--- src/rtl/prog_clock_divider.sv ---
// Multi-channel runtime-programmable clock divider with registered clock/tick outputs.
// Divisors load through a valid/ready port and take effect only at a period boundary.
module prog_clock_divider #(
  parameter int unsigned CHANNELS    = 2,
  parameter int unsigned CNT_WIDTH   = 16,
  parameter int unsigned SEL_WIDTH   = 1,
  parameter int unsigned DEFAULT_DIV = 2
) (
  input  logic                 i_clk,
  input  logic                 i_rst_n,
  input  logic [CHANNELS-1:0]  i_en,
  input  logic                 i_cfg_valid,
  output logic                 o_cfg_ready,
  input  logic [SEL_WIDTH-1:0] i_cfg_chan,
  input  logic [CNT_WIDTH-1:0] i_cfg_div,
  output logic                 o_cfg_err,
  output logic [CHANNELS-1:0]  o_pending,
  output logic [CHANNELS-1:0]  o_clk_out,
  output logic [CHANNELS-1:0]  o_tick
);

  localparam logic [CNT_WIDTH-1:0] DefDiv    = CNT_WIDTH'(DEFAULT_DIV);
  localparam logic [SEL_WIDTH:0]   ChanLimit = (SEL_WIDTH + 1)'(CHANNELS);

  logic r_cfg_ready;
  logic r_cfg_err;
  logic w_xfer;
  logic w_reject;
  logic w_accept;

  assign w_xfer   = i_cfg_valid && r_cfg_ready;
  assign w_reject = (i_cfg_div < CNT_WIDTH'(2)) || ({1'b0, i_cfg_chan} >= ChanLimit);
  assign w_accept = w_xfer && !w_reject;

  // Every transfer, accepted or not, costs one cycle of ready.
  always_ff @(posedge i_clk) begin
    if (!i_rst_n) begin
      r_cfg_ready <= 1'b1;
      r_cfg_err   <= 1'b0;
    end else begin
      r_cfg_ready <= !w_xfer;
      r_cfg_err   <= w_xfer && w_reject;
    end
  end

  assign o_cfg_ready = r_cfg_ready;
  assign o_cfg_err   = r_cfg_err;

  for (genvar g = 0; g < CHANNELS; g++) begin : g_chan
    logic [CNT_WIDTH-1:0] r_cnt;
    logic [CNT_WIDTH-1:0] w_cnt_nxt;
    logic [CNT_WIDTH-1:0] r_div_act;
    logic [CNT_WIDTH-1:0] w_div_nxt;
    logic [CNT_WIDTH-1:0] r_shadow;
    logic [CNT_WIDTH-1:0] w_shadow_nxt;
    logic                 r_running;
    logic                 w_running_nxt;
    logic                 r_pending;
    logic                 w_pending_nxt;
    logic                 r_clk;
    logic                 r_tick;
    logic                 w_wrap;
    logic                 w_sel;

    assign w_sel  = w_accept && (i_cfg_chan == SEL_WIDTH'(g));
    assign w_wrap = r_running && i_en[g] && (r_cnt == r_div_act - CNT_WIDTH'(1));

    always_comb begin
      w_cnt_nxt     = r_cnt;
      w_div_nxt     = r_div_act;
      w_shadow_nxt  = r_shadow;
      w_running_nxt = r_running;
      w_pending_nxt = r_pending;

      if (!i_en[g]) begin
        w_running_nxt = 1'b0;
        w_cnt_nxt     = '0;
      end else if (!r_running) begin
        w_running_nxt = 1'b1;
        w_cnt_nxt     = '0;
      end else begin
        w_cnt_nxt = w_wrap ? '0 : r_cnt + CNT_WIDTH'(1);
      end

      if (r_pending && (!r_running || w_wrap)) begin
        w_div_nxt     = r_shadow;
        w_pending_nxt = 1'b0;
      end

      // A same-edge write lands after the apply, so it waits for the next boundary.
      if (w_sel) begin
        w_shadow_nxt  = i_cfg_div;
        w_pending_nxt = 1'b1;
      end
    end

    always_ff @(posedge i_clk) begin
      if (!i_rst_n) begin
        r_cnt     <= '0;
        r_div_act <= DefDiv;
        r_shadow  <= '0;
        r_running <= 1'b0;
        r_pending <= 1'b0;
        r_clk     <= 1'b0;
        r_tick    <= 1'b0;
      end else begin
        r_cnt     <= w_cnt_nxt;
        r_div_act <= w_div_nxt;
        r_shadow  <= w_shadow_nxt;
        r_running <= w_running_nxt;
        r_pending <= w_pending_nxt;
        r_tick    <= w_running_nxt && (w_cnt_nxt == '0);
        r_clk     <= w_running_nxt && (w_cnt_nxt < (w_div_nxt >> 1));
      end
    end

    assert property (@(posedge i_clk) disable iff (!i_rst_n) r_cnt < r_div_act);

    assign o_pending[g] = r_pending;
    assign o_clk_out[g] = r_clk;
    assign o_tick[g]    = r_tick;
  end

endmodule

--- config.mk ---
export PLATFORM = sky130hd
export DESIGN_NAME = prog_clock_divider
export DESIGN_NICKNAME = d
export VERILOG_FILES = /design/src/rtl/prog_clock_divider.sv
export SDC_FILE = /design/constraint.sdc
export NUM_CORES = 1
export LEC_CHECK = 0
export BUFFER_PORTS_ARGS = -buffer_cell sky130_fd_sc_hd__buf_2
export CAP_MARGIN = 20
export CORE_ASPECT_RATIO = 0.6
export CORE_MARGIN = 3
export CORE_UTILIZATION = 62
export CTS_BUF_LIST = sky130_fd_sc_hd__clkbuf_8 sky130_fd_sc_hd__clkbuf_16
export DETAILED_ROUTE_END_ITERATION = 10
export GPL_TIMING_DRIVEN = 0
export PLACE_DENSITY = 0.86
export SYNTH_ARGS = -nofsm -noshare
export SYNTH_HDL_FRONTEND = slang
export SYNTH_SLANG_ARGS = --single-unit
--- constraint.sdc ---
create_clock -name i_clk -period 5.8 [get_ports i_clk]
set_clock_uncertainty 0.05 [all_clocks]
set_input_delay 0 -clock i_clk [delete_from_list [all_inputs] [get_ports i_clk]]
set_output_delay 0 -clock i_clk [all_outputs]
set_load 0.01 [all_outputs]
==> results by group <==
Timing
  • Final setup viols: 0
  • Setup TNS: 0 ps
  • PnR worst setup slack: about 580 ps
  • Shortest period the worst path allows: ~5200 ps
  • Fmax: 0.191 GHz
  • Final critical-path share of the clock period: between 90% and 100%
  • Tightest Pin Transition: 762 ps
  • Hold_ws: ~59 ps
  • RSZ-0062 raised after global routing: false
  • Slew Limit Headroom: between 40% and 50%
  • Final hold vios: 0
  • Final slew viol count: 0

Worst setup path
  • CP Max Fanout: 10
  • Max incr delay on CP: 550 ps
  • Critical-path top delay cell: a2111o_1
  • WP data required: ~6000 ps
  • Critical Path AT: roughly 5400 ps
  • Crit path buf inv count: 3
  • Startpoint Class: flip-flop
  • Crit path capture type: flip-flop
  • Crit Path Class: reg -> reg
  • CP cell instances: inv_1 > ha_1 > nor3b_2 > nand4_1 > xor2_1 > o21a_1 > a2111o_1 > o21ai_4 > and2_1 > buf_6 > buf_12 > mux2i_1 > ha_1 > nand4_1 > or2_2 > nor3_1 > nand2_1 > a211oi_1 > a2111oi_0 > o21ai_1 > a31oi_1
  • Crit path max-delay family: simple AND/OR/NAND/NOR gates

Clock tree
  • Clock Sinks: 106
  • Clock tree from TritonCTS: yes
  • CTS resizes: 0
  • Htree depth: 3
  • Clk root buf: clkbuf_16
  • Hold bufs inserted after CTS: 19
  • CTS max path bufs: 2
  • Clock transition at path regs: ~70 ps
  • Worst-Skew Late Latency: approximately 350 ps
  • Post-CTS Setup Repair Bufs: 0
  • Inserted Clock Buffers: 9

Pwr
  • Internal power: 1.10 mW
  • Maximum vdd ir drop: around 0.00016 V
  • Gate power share: 11.3%
  • Power Density: around 210 nW/µm²
  • Clock group share of total power: a little under two fifths
  • Sequential power share: roughly half
  • Switching power: roughly 380 µW
  • Sw Ratio: between 20% and 30%
  • Leakage Power: roughly 2.9 nW

Placed design
  • Routability cong.: a little over 0.9
  • Hpwl dp: around 13000 µm
  • DP Worst Slack: 729 ps
  • IO Port Bufs: 28

Synthesis
  • Post-Syn Area: 6240 µm²
  • Post-Syn Instances: ~720
  • Top_reg_cell synth: dfxtp_1
  • Synth area leaders: dfxtp_1 34%, mux2i_1 12%, nor2_1 7.9%
  • Sequential area share after synthesis: about 34%
  • Area share of the largest cell type after synthesis: between 30% and 40%
  • Yosys warnings: 0
  • Synth Register Bits: 106
  • Cell taking the most area after synthesis: dfxtp_1
  • Mapped Nets: 777
  • Unique masters post-synth: 66
  • Post-synth ARST share: 0%
  • Number of synthesized flops with an enable pin: 0
  • Mean Syn Cell Area: 8.63 µm²

Floorplan
  • Die height: 83.7 µm
  • Die area: 11300 µm²
  • CORE AREA: around 9500 µm²
  • Initial core utilization: ~66%
  • I/O pin count: 30
  • Die width: about 140 µm
  • Num rows: 27

Global route
  • Vias in the first global route: around 5400
  • Initial antenna violation count: 0
  • Grt ovf: 0
  • Largest net degree at the start of global routing: 16
  • Overall global routing resource usage: 30.5%
  • Global-route wire length before repair: between 20000 and 30000 µm

Route
  • DRT Pass-1 Iters: 5
  • Final wirelength: 17000 µm
  • DR DRC count: 0
  • Drt first-iter violations: 705
  • Final ANT Viol Nets: 0
  • Routed vias: between 5000 and 6000
  • Per-cell routed wire length: ~19 µm
  • Via density per instance: 6.15

Finish
  • Antenna cells: 0
  • Area delta synth->final: 12.1%
  • Ratio of cells with drive above 1 in the final layout: 8.40%
  • Nets@finish: about 840

Flow run
  • Max Cap Violations: 0

Hold path
  • Hold Crit Class: in -> reg

Run status
  • Status: finished clean
## registers in the layout, indices dropped and copies added (netlist names)
name,flops
o_cfg_err,1
g_chan.r_running,2
g_chan.r_div_act,32
g_chan.r_cnt,32
g_chan.r_pending,2
g_chan.r_shadow,32
g_chan.r_clk,2
o_cfg_ready,1
g_chan.r_tick,2
## synthesized netlist by cell type (8+ instances only)
cell type	count
a21o_1	11
ha_1	32
nand3_1	19
mux2i_1	77
nand2_1	55
inv_1	17
nand2b_1	9
nor2_1	132
nor3_1	19
a21oi_1	14
dfxtp_1	106
xnor2_1	31
nand4_1	18
buf_4	8
clkbuf_1	27
nor4_1	12
xor2_1	32
## placed cells by master (no fill, tap or decap), drive strengths merged, types with 5 or more instances in the layout
master,n
dfxtp,106
a21oi,14
o21a,5
buf,44
mux2i,77
nand4,18
dlygate4sd3,19
xnor2,31
nand2b,9
nor3,19
nand3,19
a31oi,5
a21o,11
xor2,32
ha,32
nor2b,5
clkbuf,37
nand2,55
nor2,132
nor4,14
o21ai,6
or3,5
inv,21
## final timing paths
| kind | from | endpoint | slack (ps) | cells after the start |
|---|---|---|---|---|
| worst min register to register | o_cfg_ready | o_cfg_ready | 380 | 1 |
| worst max register to register | g_chan[1].r_div_act[1] | g_chan[1].r_clk | 580 | 21 |
| worst max-delay path | g_chan[1].r_div_act[1] | g_chan[1].r_clk | 580 | 21 |
| worst min-delay path | i_rst_n | o_cfg_ready | 60 | 2 |
## power by group through the flow
stage	Sequential (mW)	Clock, mW	Combinational [mW]
global placement	0.774	0	0.145
floorplan	0.771	0	0.106
detailed placement	0.775	0	0.151
global route	0.760	0.585	0.179
CTS	0.758	0.552	0.162
finish	0.759	0.551	0.167
## logic make-up (layout without fill, tap and decap cells)
| group | after synthesis | count (layout) | share of synthesized area [%] |
|---|---|---|---|
| AO/OA/AOI/OAI | 75 | 75 | 9.12 |
| flip-flops | 106 | 106 | 34.0 |
| AND/OR/NAND/NOR | 307 | 307 | 23.5 |
| XOR/XNOR | 64 | 64 | 9.20 |
| multiplexers | 78 | 78 | 12.5 |
| adder cells (fa/ha/maj) | 32 | 32 | 6.42 |
| buffers and inverters | 61 | 124 | 5.23 |
## layer usage
metal / part of all wire [%] / global-route usage [%] / wire, µm / up-vias
li1: - / - / - / 2636
met1: 47 / 46.4 / 8060 / 2683
met2: 39 / 42.5 / 6660 / 301
met3: 13 / 9.70 / 2140 / 17
met4: 0.72 / 5.12 / 123 / 0
met5: 0 / 0 / 0 / -
## worst reg2reg max path: stages, from the launching register on
cell	delay [ps]
dfxtp_1	360
inv_1	120
ha_1	200
nor3b_2	510
nand4_1	210
xor2_1	190
o21a_1	190
a2111o_1	550
o21ai_4	280
and2_1	180
buf_6	130
buf_12	150
mux2i_1	110
ha_1	310
nand4_1	120
or2_2	340
nor3_1	370
nand2_1	150
a211oi_1	260
a2111oi_0	130
o21ai_1	130
a31oi_1	50
## stage by stage
stage | util, % | cells | instance area, µm² | total power, mW
floorplan | - | 723 | 6240 | 0.877
global placement | 68.9 | 881 | 6540 | 0.919
detailed placement | 68.9 | 881 | 6540 | 0.926
CTS | 73.6 | 915 | 6990 | 1.47
global route | 73.7 | 916 | 6990 | 1.52
finish | 73.7 | 916 | 6990 | 1.48
## cell type report
cell class | instances | area (µm²)
inverters | 18 | 67.6
fillers | 706 | 2500
clock inverters | 6 | 30.0
plain buffers | 43 | 259
well taps | 130 | 163
flip-flops and latches | 106 | 2120
multi-input cells | 556 | 3790
clock buffers | 9 | 225
repair buffers | 48 | 335
Power figures use the tool's default switching activity.
